`src/rtl/axis_bist_src.sv`:
```
// AXI4-Stream BIST stimulus source: emits NUM_PKTS packets of ramp/impulse/square/LFSR samples.
// Build option AXIS_BIST_LFSR_EN adds the MODE=11 LFSR pattern; without it MODE=11 repeats the ramp.
module axis_bist_src #(
  parameter int DATA_WIDTH     = 16,
  parameter int NUM_OF_SAMPLES = 2000,
  parameter int SQ_HALF_PERIOD = 16
) (
  input  logic                  M_AXIS_ACLK,
  input  logic                  M_AXIS_ARESETN,
  input  logic                  START,
  input  logic [1:0]            MODE,
  input  logic [7:0]            NUM_PKTS,
  output logic                  BUSY,
  output logic                  DONE,
  input  logic                  M_AXIS_TREADY,
  output logic [DATA_WIDTH-1:0] M_AXIS_TDATA,
  output logic                  M_AXIS_TLAST,
  output logic                  M_AXIS_TVALID
);

  localparam int IDX_W    = $clog2(NUM_OF_SAMPLES);
  localparam int SQ_SHIFT = $clog2(SQ_HALF_PERIOD);
  localparam logic [IDX_W-1:0]      LAST_IDX    = IDX_W'(NUM_OF_SAMPLES - 1);
  localparam logic [IDX_W-1:0]      IDX_ZERO    = {IDX_W{1'b0}};
  localparam logic [IDX_W-1:0]      IDX_ONE     = IDX_W'(1'b1);
  localparam logic [DATA_WIDTH-1:0] ZERO_VAL    = {DATA_WIDTH{1'b0}};
  localparam logic [DATA_WIDTH-1:0] IMPULSE_VAL = {2'b01, {(DATA_WIDTH-2){1'b0}}};
  localparam logic [DATA_WIDTH-1:0] SQ_POS_VAL  = {3'b001, {(DATA_WIDTH-3){1'b0}}};
  localparam logic [DATA_WIDTH-1:0] SQ_NEG_VAL  = {3'b111, {(DATA_WIDTH-3){1'b0}}};

  typedef enum logic [1:0] {
    IDLE   = 2'd0,
    RUN    = 2'd1,
    FINISH = 2'd2
  } state_t;

  // Index-driven patterns; MODE=11 lands in the ramp branch unless overridden by the LFSR.
  function automatic logic [DATA_WIDTH-1:0] idx_pattern(input logic [1:0] mode,
                                                        input logic [IDX_W-1:0] idx);
    logic                  odd_half;
    logic [DATA_WIDTH-1:0] val;
    odd_half = ((32'(idx) >> SQ_SHIFT) & 32'd1) != 32'd0;
    case (mode)
      2'b00:   val = DATA_WIDTH'(idx);
      2'b01:   val = (idx == IDX_ZERO) ? IMPULSE_VAL : ZERO_VAL;
      2'b10:   val = odd_half ? SQ_NEG_VAL : SQ_POS_VAL;
      default: val = DATA_WIDTH'(idx);
    endcase
    return val;
  endfunction

`ifdef AXIS_BIST_LFSR_EN
  localparam logic [15:0] LFSR_SEED = 16'hACE1;

  // Right-shifting Fibonacci form of x^16+x^14+x^13+x^11+1: taps land on bits 0,2,3,5.
  function automatic logic [15:0] lfsr_step(input logic [15:0] s);
    return {s[0] ^ s[2] ^ s[3] ^ s[5], s[15:1]};
  endfunction

  function automatic logic [DATA_WIDTH-1:0] lfsr_data(input logic [15:0] s);
    return DATA_WIDTH'($signed(s));
  endfunction

  logic [15:0] lfsr_r;
  logic [15:0] nxt_lfsr_s;
`endif

  state_t                 state_r;
  logic [IDX_W-1:0]       idx_r;
  logic [7:0]             pc_r;
  logic [1:0]             mode_r;
  logic [7:0]             npkts_r;
  logic [DATA_WIDTH-1:0]  tdata_r;
  logic                   tlast_r;
  logic                   tvalid_r;
  logic                   busy_r;
  logic                   done_r;

  logic                   xfer_s;
  logic                   wrap_s;
  logic                   finish_s;
  logic [IDX_W-1:0]       nxt_idx_s;
  logic [DATA_WIDTH-1:0]  nxt_data_s;
  logic [DATA_WIDTH-1:0]  start_data_s;

  // Next-beat index, pattern sample and end-of-run decode.
  always_comb begin
    xfer_s   = tvalid_r & M_AXIS_TREADY;
    wrap_s   = (idx_r == LAST_IDX);
    finish_s = xfer_s & wrap_s & (npkts_r != 8'd0) & ((pc_r + 8'd1) == npkts_r);
    if (wrap_s) begin
      nxt_idx_s = IDX_ZERO;
    end else begin
      nxt_idx_s = idx_r + IDX_ONE;
    end
`ifdef AXIS_BIST_LFSR_EN
    if (wrap_s) begin
      nxt_lfsr_s = LFSR_SEED;
    end else begin
      nxt_lfsr_s = lfsr_step(lfsr_r);
    end
    if (mode_r == 2'b11) begin
      nxt_data_s = lfsr_data(nxt_lfsr_s);
    end else begin
      nxt_data_s = idx_pattern(mode_r, nxt_idx_s);
    end
    if (MODE == 2'b11) begin
      start_data_s = lfsr_data(LFSR_SEED);
    end else begin
      start_data_s = idx_pattern(MODE, IDX_ZERO);
    end
`else
    nxt_data_s   = idx_pattern(mode_r, nxt_idx_s);
    start_data_s = idx_pattern(MODE, IDX_ZERO);
`endif
  end

  // Run control FSM with registered stream and status outputs.
  always_ff @(posedge M_AXIS_ACLK) begin
    if (!M_AXIS_ARESETN) begin
      state_r  <= IDLE;
      idx_r    <= IDX_ZERO;
      pc_r     <= 8'd0;
      mode_r   <= 2'b00;
      npkts_r  <= 8'd0;
      tdata_r  <= ZERO_VAL;
      tlast_r  <= 1'b0;
      tvalid_r <= 1'b0;
      busy_r   <= 1'b0;
      done_r   <= 1'b0;
`ifdef AXIS_BIST_LFSR_EN
      lfsr_r   <= 16'h0000;
`endif
    end else begin
      case (state_r)
        IDLE: begin
          done_r <= 1'b0;
          if (START) begin
            state_r  <= RUN;
            mode_r   <= MODE;
            npkts_r  <= NUM_PKTS;
            idx_r    <= IDX_ZERO;
            pc_r     <= 8'd0;
            tdata_r  <= start_data_s;
            tlast_r  <= 1'b0;
            tvalid_r <= 1'b1;
            busy_r   <= 1'b1;
`ifdef AXIS_BIST_LFSR_EN
            lfsr_r   <= LFSR_SEED;
`endif
          end else begin
            state_r <= IDLE;
          end
        end
        RUN: begin
          if (finish_s) begin
            state_r  <= FINISH;
            tvalid_r <= 1'b0;
            tlast_r  <= 1'b0;
            busy_r   <= 1'b0;
            done_r   <= 1'b1;
            idx_r    <= IDX_ZERO;
            pc_r     <= 8'd0;
          end else if (xfer_s) begin
            idx_r   <= nxt_idx_s;
            tdata_r <= nxt_data_s;
            tlast_r <= (nxt_idx_s == LAST_IDX);
            if (wrap_s) begin
              pc_r <= pc_r + 8'd1;
            end else begin
              pc_r <= pc_r;
            end
`ifdef AXIS_BIST_LFSR_EN
            lfsr_r  <= nxt_lfsr_s;
`endif
          end else begin
            state_r <= RUN;
          end
        end
        FINISH: begin
          state_r <= IDLE;
          done_r  <= 1'b0;
        end
        default: begin
          state_r  <= IDLE;
          tvalid_r <= 1'b0;
          tlast_r  <= 1'b0;
          busy_r   <= 1'b0;
          done_r   <= 1'b0;
        end
      endcase
    end
  end

  assign M_AXIS_TDATA  = tdata_r;
  assign M_AXIS_TLAST  = tlast_r;
  assign M_AXIS_TVALID = tvalid_r;
  assign BUSY          = busy_r;
  assign DONE          = done_r;

endmodule
```
`config.mk`:
```
export PLATFORM = sky130hd
export DESIGN_NAME = axis_bist_src
export DESIGN_NICKNAME = d
export VERILOG_FILES = /design/src/rtl/axis_bist_src.sv
export SDC_FILE = /design/constraint.sdc
export NUM_CORES = 1
export LEC_CHECK = 0
export ABC_CLOCK_PERIOD_IN_PS = 6250
export BUFFER_PORTS_ARGS = -buffer_cell sky130_fd_sc_hd__buf_2
export CAP_MARGIN = 25
export CELL_PAD_IN_SITES_DETAIL_PLACEMENT = 0
export CELL_PAD_IN_SITES_GLOBAL_PLACEMENT = 1
export CORE_AREA = 3 3 80 82
export DETAILED_ROUTE_END_ITERATION = 6
export DIE_AREA = 0 0 83 85
export PLACE_DENSITY = 0.91
export SYNTH_ARGS = -nofsm -noshare
export SYNTH_HDL_FRONTEND = slang
export SYNTH_SLANG_ARGS = --single-unit
export TNS_END_PERCENT = 100
```
`constraint.sdc`:
```
create_clock -name M_AXIS_ACLK -period 6.25 [get_ports M_AXIS_ACLK]
set_input_delay 0.3125 -clock M_AXIS_ACLK [delete_from_list [all_inputs] [get_ports M_AXIS_ACLK]]
set_output_delay 0.3125 -clock M_AXIS_ACLK [all_outputs]
set_load 0.02 [all_outputs]
```
==> results.sh <==
export IMPL_slew_viol_final=0
export IMPL_syn_cell_area_um2=2640
export IMPL_r2r_cells=7
export IMPL_hold_buffers=0
export IMPL_crit_family="simple AND/OR/NAND/NOR gates"
export IMPL_clockPowerShare_pct=33.1
export IMPL_htree_levels=2
export IMPL_hold_worst_slack_ns=0.239
export IMPL_yosysUniqueCellTypes=59
export IMPL_slew_limit_headroom_pct=45.7
export IMPL_p_sw_w=0.000165
export IMPL_layout_drive_gt1_share_pct=13.0
export IMPL_endpoint_kind="flop"
export IMPL_yosys_top_cells_area="dfxtp_1, nand2_1, a21oi_1, a22o_1, nor2_1"
export IMPL_routed_via_density=5.81
export IMPL_cts_tree="yes"
export IMPL_crit_path_top_delay_cell="a21oi_1"
export IMPL_p_total_w=0.000580
export IMPL_synth_largest_area_cell="dfxtp_1"
export IMPL_die_area_um2=7060
export IMPL_num_io_pins=34
export IMPL_fin_nets=357
export IMPL_syn_avg_cell_area_um2=8.29
export IMPL_worstHoldPathType="primary input to flop"
export IMPL_ys_ff_latch=48
export IMPL_antenna_found_initial=0
export IMPL_cp_arrival_ns=3.76
export IMPL_core_area_um2=5820
export IMPL_fin_crit_sh_pct=56.2
export IMPL_grt_max_degree=22
export IMPL_path_class="flop to flop"
export IMPL_routedWlPerCell_um=15.8
export IMPL_clk_pin_slew_worst_paths_ns=0.10
export IMPL_grt_remaining_overflow=0
export IMPL_num_vias=2406
export IMPL_post_route_util_pct=49.4
export IMPL_tns_ns=0
export IMPL_combPwrFrac_pct=11.4
export IMPL_fin_crit_ns=3.52
export IMPL_path_cells="ha_1 -> nand4_4 -> or4_1 -> nor4_4 -> o311ai_1 -> a21oi_1 -> a22o_1"
export IMPL_synthFlopType="dfxtp_1"
export IMPL_nFillCells=603
export IMPL_numPortBuffers=31
export IMPL_ys_warn_count=0
export IMPL_antenna_left=0
export IMPL_finalSetupViolCount=0
export IMPL_syn_instance_count=318
export IMPL_die_h_um=85
export IMPL_gp_congestion=0.940
export IMPL_rsz0062_at_grt="no"
export IMPL_start_util_pct=45.3
export IMPL_dp_hpwl_um=4840
export IMPL_max_vdd_ir_drop_uv=119
export IMPL_tightest_slew_ns=0.812
export IMPL_final_common_cell="dfxtp_1"
export IMPL_antennaDiodeCount=0
export IMPL_async_reset_ff_share_pct=0
export IMPL_insertion_delay_ns=0.31
export IMPL_post_cts_resize_count=0
export IMPL_grt_pass1_vias=2226
export IMPL_synth_top_area_share_pct=36.5
export IMPL_firstDrtPassIters=5
export IMPL_skew_ns=0.00974
export IMPL_status="finished, final reports clean"
export IMPL_syn2layout_area_growth_pct=9.02
export IMPL_grt_pass1_wl_um=10900
export IMPL_seq_power_share_pct=55.5
export IMPL_rows=28
export IMPL_dr_first_iter_drc_count=213
export IMPL_sw_frac_of_total_pct=28.5
export IMPL_final_cell_mix="dfxtp_1, nand2_1, buf_2"
export IMPL_min_path_cells=3
export IMPL_drcViolationCount=0
export IMPL_p_int_w=0.000415
export IMPL_required_ns=6.50
export IMPL_routed_wl_um=6550
export IMPL_post_cts_buffers=0
export IMPL_start_kind="flop"
export IMPL_slowest_delay_ns=0.71
export IMPL_critPathMaxFanout=11
export IMPL_max_freq_mhz=284
export IMPL_root_buffer="clkbuf_8"
export IMPL_yosysSeqAreaShare_pct=36.5
export IMPL_leakage_nw=1.17
export IMPL_crit_buf_inv=0
export IMPL_cts_path_max_buffers=2
export IMPL_die_w_um=83
export IMPL_clkSinkCount=48
export IMPL_cts_buffers=5
export IMPL_cp_depth=7
export IMPL_p_per_area_nw_per_um2=202
export IMPL_drv_cap=0
export IMPL_grt_usage_pct=18.7
export IMPL_hold_viol_final=0
export IMPL_synth_edf_count=0
-- synthesized netlist by cell type, types with 2 or more instances --
library cell / n
nand3_1: 15
nor3b_1: 2
nor3_1: 11
xor2_1: 6
and3_1: 5
nor4_1: 4
or3_1: 3
dfxtp_1: 48
nand4_1: 6
a221o_1: 5
o2bb2ai_1: 2
o21ai_0: 7
a211oi_1: 2
and4_1: 2
or4_1: 4
ha_1: 5
xnor2_1: 9
nor2_1: 21
o31a_1: 2
nand2_1: 45
a21o_1: 7
nor2b_1: 2
a31oi_1: 2
nand2b_1: 3
buf_4: 8
clkbuf_1: 9
inv_1: 9
a22o_1: 11
a21oi_1: 30
buf_2: 2
a32o_1: 2
a211o_1: 2
-- metrics by stage --
stage	setup WS, ns	cell area [um2]	cells
floorplan	3.55	2640	319
global placement	2.95	2780	406
detailed placement	2.81	2780	406
CTS	2.77	2870	414
global route	2.47	2870	414
finish	2.73	2870	414
-- path summary, 6_finish.rpt --
check              startpoint               end  slack [ns]
max                  idx_r[0]   M_AXIS_TDATA[8]        2.73
min               NUM_PKTS[5]        npkts_r[5]        0.24
max reg2reg          idx_r[0]   M_AXIS_TDATA[8]        2.73
min reg2reg  M_AXIS_TDATA[10]  M_AXIS_TDATA[10]        0.48
-- worst reg2reg max path, cell delays in order (launching register included) --
cell and delay (ns):
dfxtp_1 0.50, ha_1 0.40, nand4_4 0.14, or4_1 0.68, nor4_4 0.47, o311ai_1 0.28, a21oi_1 0.71, a22o_1 0.28
-- cell type report --
cell class	count	area (um2)	share of cell area, %
Clock inverter	3	23.8	0.828
Tap cell	75	93.8	3.27
Multi-Input combinational cell	242	1530	53.2
Sequential cell	48	961	33.4
Clock buffer	5	68.8	2.40
Timing Repair Buffer	32	163	5.66
Inverter	9	33.8	1.18
-- power by group through the flow --
stage	Sequential, W	Clock (W)	Combinational [W]
CTS	0.000322	0.000194	0.0000659
global placement	0.000329	0	0.0000645
finish	0.000322	0.000192	0.0000662
floorplan	0.000329	0	0.0000480
global route	0.000324	0.000207	0.0000734
detailed placement	0.000329	0	0.0000653
-- sequential cells by signal, summed over array words and instances (netlist names) --
signal,cells
M_AXIS_TDATA,14
idx_r,11
npkts_r,8
pc_r,8
mode_r,2
state_r,2
BUSY,1
DONE,1
M_AXIS_TLAST,1
-- metal layers --
layer	vias up	GRT usage [%]	part of all wire, %
li1	1206	-	-
met1	1148	27.2	50
met2	48	28.9	46
met3	4	3.01	3.9
met4	0	4.61	0.87
met5	-	0	0
-- cell families after synthesis --
| logic type | Yosys count | synth area share (%) |
|---|---|---|
| buffers and inverters | 29 | 5.65 |
| and+or+nand+nor | 129 | 25.1 |
| DFF | 48 | 36.5 |
| xor gates and xnor gates | 15 | 4.99 |
| other | 1 | 0.142 |
| muxes | 1 | 0.380 |
| adders and majority gates | 5 | 2.37 |
| AOI/OAI and AO/OA | 90 | 24.9 |
Note: power is estimated with default switching activity, not from simulation.
